<file path="config.mk">
export PLATFORM = sky130hd
export DESIGN_NAME = mu_sweep_ctrl
export DESIGN_NICKNAME = d
export VERILOG_FILES = /design/src/rtl/mu_sweep_ctrl.sv
export SDC_FILE = /design/constraint.sdc
export NUM_CORES = 1
export LEC_CHECK = 0
export CORE_MARGIN = 2
export CORE_UTILIZATION = 55
export DETAILED_ROUTE_END_ITERATION = 16
export HOLD_SLACK_MARGIN = 0.1
export PLACE_DENSITY = 0.8
export SLEW_MARGIN = 10
export SYNTH_ARGS = -nofsm -noshare
export SYNTH_HDL_FRONTEND = slang
export SYNTH_SLANG_ARGS = --single-unit
</file>
<file path="constraint.sdc">
create_clock -name CLK -period 4.1 [get_ports CLK]
set_clock_uncertainty 0.15 [all_clocks]
set_input_delay 0.41 -clock CLK [delete_from_list [all_inputs] [get_ports CLK]]
set_output_delay 0.41 -clock CLK [all_outputs]
set_load 0.02 [all_outputs]
</file>
<file path="src/rtl/mu_sweep_ctrl.sv">
// Mu sweep controller: debounced buttons and per-frame auto sweep pick the next mu,
// then the downstream iterator is restarted, run to completion or timeout, and held for display.
module mu_sweep_ctrl #(
    parameter logic [17:0] MU_MIN     = 18'h2_0000,
    parameter logic [17:0] MU_MAX     = 18'h3_FFFF,
    parameter logic [17:0] MU_STEP    = 18'h0_0040,
    parameter int          DEB_CYCLES = 250000,
    parameter int          TIMEOUT    = 1024
) (
    input  logic        CLK,
    input  logic        RST,
    input  logic        frame_start,
    input  logic        btn_up,
    input  logic        btn_down,
    input  logic        auto_en,
    input  logic        iter_done,
    output logic [17:0] mu,
    output logic        iter_rst_n,
    output logic        mu_valid,
    output logic        busy
);

    localparam int                DEB_W    = $clog2(DEB_CYCLES + 1);
    localparam logic [DEB_W-1:0]  DEB_LAST = DEB_W'(DEB_CYCLES - 1);
    localparam int                RUN_W    = $clog2(TIMEOUT + 1);
    localparam logic [RUN_W-1:0]  RUN_LAST = RUN_W'(TIMEOUT - 1);
    localparam logic [18:0]       BIG_STEP = {1'b0, MU_STEP} << 4;

    typedef enum logic [1:0] {
        IDLE    = 2'd0,
        RESTART = 2'd1,
        RUN     = 2'd2,
        HOLD    = 2'd3
    } state_t;

    // Next mu from the pending flags and auto sweep; sums are 19 bits so overflow is visible.
    function automatic logic [17:0] next_mu(input logic [17:0] cur, input logic up,
                                            input logic dn, input logic au);
        logic [18:0] wide;
        logic [17:0] res;
        wide = {1'b0, cur};
        res  = cur;
        case ({up, dn})
            2'b10: begin
                wide = {1'b0, cur} + BIG_STEP;
                res  = (wide > {1'b0, MU_MAX}) ? MU_MAX : wide[17:0];
            end
            2'b01: res = ({1'b0, cur} < ({1'b0, MU_MIN} + BIG_STEP)) ? MU_MIN : cur - BIG_STEP[17:0];
            2'b11: res = cur;
            default: begin
                if (au) begin
                    wide = {1'b0, cur} + {1'b0, MU_STEP};
                    res  = (wide > {1'b0, MU_MAX}) ? MU_MIN : wide[17:0];
                end else begin
                    res = cur;
                end
            end
        endcase
        return res;
    endfunction

    logic [1:0]       btn_raw_s;
    logic [1:0]       sync1_r, sync2_r, deb_r, press_r;
    logic [DEB_W-1:0] deb_cnt_r [2];
    logic             pend_up_r, pend_down_r, consume_s;
    state_t           state_r, state_nxt_s;
    logic [17:0]      mu_r, mu_nxt_s, mu_cand_s;
    logic             rst_cnt_r, rst_cnt_nxt_s;
    logic [RUN_W-1:0] run_cnt_r, run_cnt_nxt_s;
    logic             iter_rst_n_r, iter_rst_n_nxt_s;
    logic             mu_valid_r, mu_valid_nxt_s;
    logic             busy_r, busy_nxt_s;

    assign btn_raw_s = {btn_down, btn_up};
    assign consume_s = (state_r == HOLD) && frame_start;

    // Button synchronizers, debouncers and one-cycle press pulses (bit 0 = up, bit 1 = down).
    always_ff @(posedge CLK) begin
        if (!RST) begin
            sync1_r <= 2'b00;
            sync2_r <= 2'b00;
            deb_r   <= 2'b00;
            press_r <= 2'b00;
            for (int i = 0; i < 2; i++) deb_cnt_r[i] <= {DEB_W{1'b0}};
        end else begin
            sync1_r <= btn_raw_s;
            sync2_r <= sync1_r;
            for (int i = 0; i < 2; i++) begin
                press_r[i] <= 1'b0;
                if (sync2_r[i] == deb_r[i]) begin
                    deb_cnt_r[i] <= {DEB_W{1'b0}};
                end else if (deb_cnt_r[i] == DEB_LAST) begin
                    deb_r[i]     <= sync2_r[i];
                    deb_cnt_r[i] <= {DEB_W{1'b0}};
                    press_r[i]   <= sync2_r[i];
                end else begin
                    deb_cnt_r[i] <= deb_cnt_r[i] + DEB_W'(1);
                end
            end
        end
    end

    // Pending flags: a press arriving on the consume cycle is kept for the following frame.
    always_ff @(posedge CLK) begin
        if (!RST) begin
            pend_up_r   <= 1'b0;
            pend_down_r <= 1'b0;
        end else begin
            pend_up_r   <= press_r[0] | (pend_up_r & ~consume_s);
            pend_down_r <= press_r[1] | (pend_down_r & ~consume_s);
        end
    end

    // Next-state, mu and counter logic; outputs are decoded from the next state so they register with it.
    always_comb begin
        state_nxt_s      = state_r;
        mu_nxt_s         = mu_r;
        rst_cnt_nxt_s    = 1'b0;
        run_cnt_nxt_s    = {RUN_W{1'b0}};
        mu_cand_s        = next_mu(mu_r, pend_up_r, pend_down_r, auto_en);
        iter_rst_n_nxt_s = 1'b1;
        mu_valid_nxt_s   = 1'b0;
        busy_nxt_s       = 1'b0;
        case (state_r)
            // Stay one visible cycle with iter_rst_n high after reset before restarting.
            IDLE:    state_nxt_s = iter_rst_n_r ? RESTART : IDLE;
            RESTART: begin
                if (rst_cnt_r) state_nxt_s = RUN;
                else           rst_cnt_nxt_s = 1'b1;
            end
            RUN: begin
                if (iter_done || (run_cnt_r == RUN_LAST)) state_nxt_s = HOLD;
                else                                      run_cnt_nxt_s = run_cnt_r + RUN_W'(1);
            end
            HOLD: begin
                if (frame_start && (mu_cand_s != mu_r)) begin
                    state_nxt_s = RESTART;
                    mu_nxt_s    = mu_cand_s;
                end else begin
                    state_nxt_s = HOLD;
                end
            end
            default: state_nxt_s = IDLE;
        endcase
        case (state_nxt_s)
            IDLE:    begin iter_rst_n_nxt_s = 1'b1; mu_valid_nxt_s = 1'b0; busy_nxt_s = 1'b0; end
            RESTART: begin iter_rst_n_nxt_s = 1'b0; mu_valid_nxt_s = 1'b0; busy_nxt_s = 1'b1; end
            RUN:     begin iter_rst_n_nxt_s = 1'b1; mu_valid_nxt_s = 1'b0; busy_nxt_s = 1'b1; end
            HOLD:    begin iter_rst_n_nxt_s = 1'b1; mu_valid_nxt_s = 1'b1; busy_nxt_s = 1'b0; end
            default: begin iter_rst_n_nxt_s = 1'b0; mu_valid_nxt_s = 1'b0; busy_nxt_s = 1'b0; end
        endcase
    end

    // State, mu, counters and registered outputs.
    always_ff @(posedge CLK) begin
        if (!RST) begin
            state_r      <= IDLE;
            mu_r         <= MU_MIN;
            rst_cnt_r    <= 1'b0;
            run_cnt_r    <= {RUN_W{1'b0}};
            iter_rst_n_r <= 1'b0;
            mu_valid_r   <= 1'b0;
            busy_r       <= 1'b0;
        end else begin
            state_r      <= state_nxt_s;
            mu_r         <= mu_nxt_s;
            rst_cnt_r    <= rst_cnt_nxt_s;
            run_cnt_r    <= run_cnt_nxt_s;
            iter_rst_n_r <= iter_rst_n_nxt_s;
            mu_valid_r   <= mu_valid_nxt_s;
            busy_r       <= busy_nxt_s;
        end
    end

    assign mu         = mu_r;
    assign iter_rst_n = iter_rst_n_r;
    assign mu_valid   = mu_valid_r;
    assign busy       = busy_r;

endmodule

</file>
==> flow_metrics.tcl <==
set metrics [dict create \
    grt_pass1_wl_mm 25.8 \
    synth_top_area_share_pct 20.4 \
    outcome "complete, no violations" \
    die_w_um 102 \
    fillCellCount 731 \
    slew_headroom_pct 54.1 \
    rsz0062_at_grt "false" \
    drtIter0Drc 527 \
    overflow 0 \
    switching_power_mw 0.433 \
    max_freq_mhz 251 \
    hold_viol 0 \
    tightest_slew_ns 0.686 \
    totalWireLength_mm 16.5 \
    multi_input_area_sq_um 3300 \
    row_count 35 \
    avgRoutedWirePerCell_um 18.8 \
    grt_max_degree 20 \
    ant_nets 0 \
    grt.total_usage_pct 32.4 \
    fin_tns_setup_ns 0 \
    yosys_warnings 0 \
    final_util_pct 70.9 \
    vdd_ir_drop_max_mv 0.224 \
    leakage_nw 2.43 \
    drt-pass1-iter-count 5 \
    antenna_found_initial 0 \
    die_y_um 102 \
    arrival_ns 4.08 \
    crit_required_ns 4.19 \
    yosys-top-cells-area "edfxtp_1, dfxtp_1, nor2_1, xor2_1, nand2_1" \
    cts_made_buffers 9 \
    critPathKind "reg -> reg" \
    synth_commonest_cells "nor2_1, nand2_1, dfxtp_1" \
    seqCellArea_sq_um 2000 \
    cts_max_level 3 \
    drive_gt1_share_pct 17.6 \
    fin_crit_ns 3.99 \
    max-cap-violations 0 \
    synth.distinct_cells 74 \
    fin_nets 763 \
    ctsHoldBuffers 0 \
    port_buffers 27 \
    grtUsageMet2_pct 52.9 \
    comb_power_share_pct 7.9 \
    clk_path_buf_depth 2 \
    drv_slew 0 \
    synth_area_leader_cell "edfxtp_1" \
    netlist_instances 628 \
    clkPwrFrac_pct 35.4 \
    synth.avg_cell_area_sq_um 8.44 \
    cts.sinks 81 \
    netSwitchingFraction_pct 27.3 \
    root_buffer "clkbuf_8" \
    viasPerCell 6.10 \
    cp_max_fo 8 \
    grtUsageMet3_pct 6.43 \
    power_density_nw_per_um2 241 \
    hold_class "reg -> reg" \
    synth_most_common_cell "nor2_1" \
    synthToLayoutAreaGrowth_pct 24.1 \
    power_mw 1.59 \
    n_antenna_cell 0 \
    startpoint_type "register" \
    synth-edff-count 36 \
    clk_latency_ns 0.36 \
    boundaryPins 28 \
    post-route-period-util_pct 97.2 \
    coreArea_sq_um 9280 \
    remaining_drc_errors 0 \
    seqPwrFrac_pct 56.7 \
    grt.met1_usage_pct 41.4 \
    initial_utilization_pct 57.1 \
    globalplace.congestion 1.03 \
    syn_area_sq_um 5300 \
    die_area_sq_um 10400 \
    post-dp-hpwl_mm 12.4 \
    crit_path_end_kind "register" \
    yosysSeqAreaShare_pct 37.4 \
    holdWs_ns 0.290 \
    ys_async_sr_fraction_pct 0 \
    internal_power_mw 1.15 \
    vias 5372 \
    cts_tree "yes" \
    busiest_layer "met2" \
    ys_ff_latch 81 \
    grt_pass1_vias 5077 \
    synth-main-ff-cell "dfxtp_1" \
    path_clk_slew_ns 0.09 \
    setup_viol 0 \
]
## routing by layer
metal,vias up,part of all wire [%]
li1,2504,-
met5,-,0
met1,2524,40
met3,60,8.5
met4,0,5.1
met2,284,46
## kinds of logic after synthesis
logic type               synth area share [%]
XOR/XNOR                                 8.09
AND/OR/NAND/NOR                          29.7
flip-flops                               37.4
AO/OA/AOI/OAI                            17.2
other                                  0.0707
multiplexers                             1.13
buffers and inverters                    4.08
adder cells (fa/ha/maj)                  2.36
## power groups by stage
stage	Combinational, mW	Sequential [mW]	Clock [mW]
5_1_grt	0.139	0.903	0.603
3_5_place_dp	0.122	0.916	0
6_report	0.126	0.899	0.561
3_3_place_gp	0.118	0.914	0
2_1_floorplan	0.0731	0.913	0
4_1_cts	0.123	0.898	0.577
## what timing repair did
| item | in CTS | in global routing |
|---|---|---|
| resized for setup | 0 | 16 |
| setup endpoints to repair | 0 | 17 |
| buffers inserted | 0 | 1 |
## area by class of cell
type / count / share of cell area [%]
Inverter: 15 / 0.856
Multi-Input combinational cell: 532 / 50.1
Timing Repair Buffer: 107 / 13.4
Sequential cell: 81 / 30.4
Clock buffer: 9 / 1.88
Clock inverter: 7 / 0.894
Tap cell: 129 / 2.45
## per-stage QoR
| step | instance area [sq um] | instances | setup WS, ns |
|---|---|---|---|
| floorplan | 5460 | 663 | 0.00301 |
| finish | 6580 | 880 | 0.114 |
| detailed placement | 6330 | 863 | -0.0473 |
| CTS | 6510 | 879 | 0.0359 |
| global route | 6580 | 880 | 0.00695 |
| global placement | 6330 | 863 | -0.00654 |
## worst paths after layout
kind                                  from                        to  slack [ns]  cells after the start
hold / removal    run_cnt_r[10]$_SDFF_PP0_  run_cnt_r[10]$_SDFF_PP0_        0.29                      2
hold reg to reg   run_cnt_r[10]$_SDFF_PP0_  run_cnt_r[10]$_SDFF_PP0_        0.29                      2
setup reg to reg       mu[10]$_SDFFE_PN0P_        mu[3]$_SDFFE_PN0P_        0.11                     13
setup / recovery       mu[10]$_SDFFE_PN0P_        mu[3]$_SDFFE_PN0P_        0.11                     13
## worst max-delay path, stage by stage (launching register included)
cell and delay, ns:
dfxtp_4 0.38, inv_1 0.11, ha_4 0.20, or3_4 0.34, o41ai_4 0.39, o21ai_2 0.11
a2bb2oi_2 0.14, nand4_1 0.11, or4b_1 0.54, or4_4 0.54, o31a_1 0.28, buf_4 0.18
and4_4 0.21, a31o_1 0.19
## sequential cells by signal, summed over array words and instances (netlist names), 2 cells and up
signal	flops
deb_cnt_r	36
mu	18
run_cnt_r	11
deb_r	2
press_r	2
state_r	2
sync1_r	2
sync2_r	2
## placed cells by master, fill, tap and decap left out, drive strengths merged, types with 4 or more instances in the layout
cell type	count
nor2	92
xor2	27
a31o	4
nor3	19
a211oi	8
xnor2	22
or4	7
o32ai	5
a31oi	5
and2	13
and4	6
conb	36
o21ai	25
nand4	23
ha	10
nor4b	5
nor2b	5
o31a	4
o211ai	7
nand3	31
nand2	56
edfxtp	36
and3	14
a21boi	4
inv	19
mux2i	6
a21oi	31
nor4	10
clkbuf	9
o31ai	6
or3	9
buf	80
clkdlybuf4s50	27
dfxtp	45
Power figures use the tool's default switching activity.
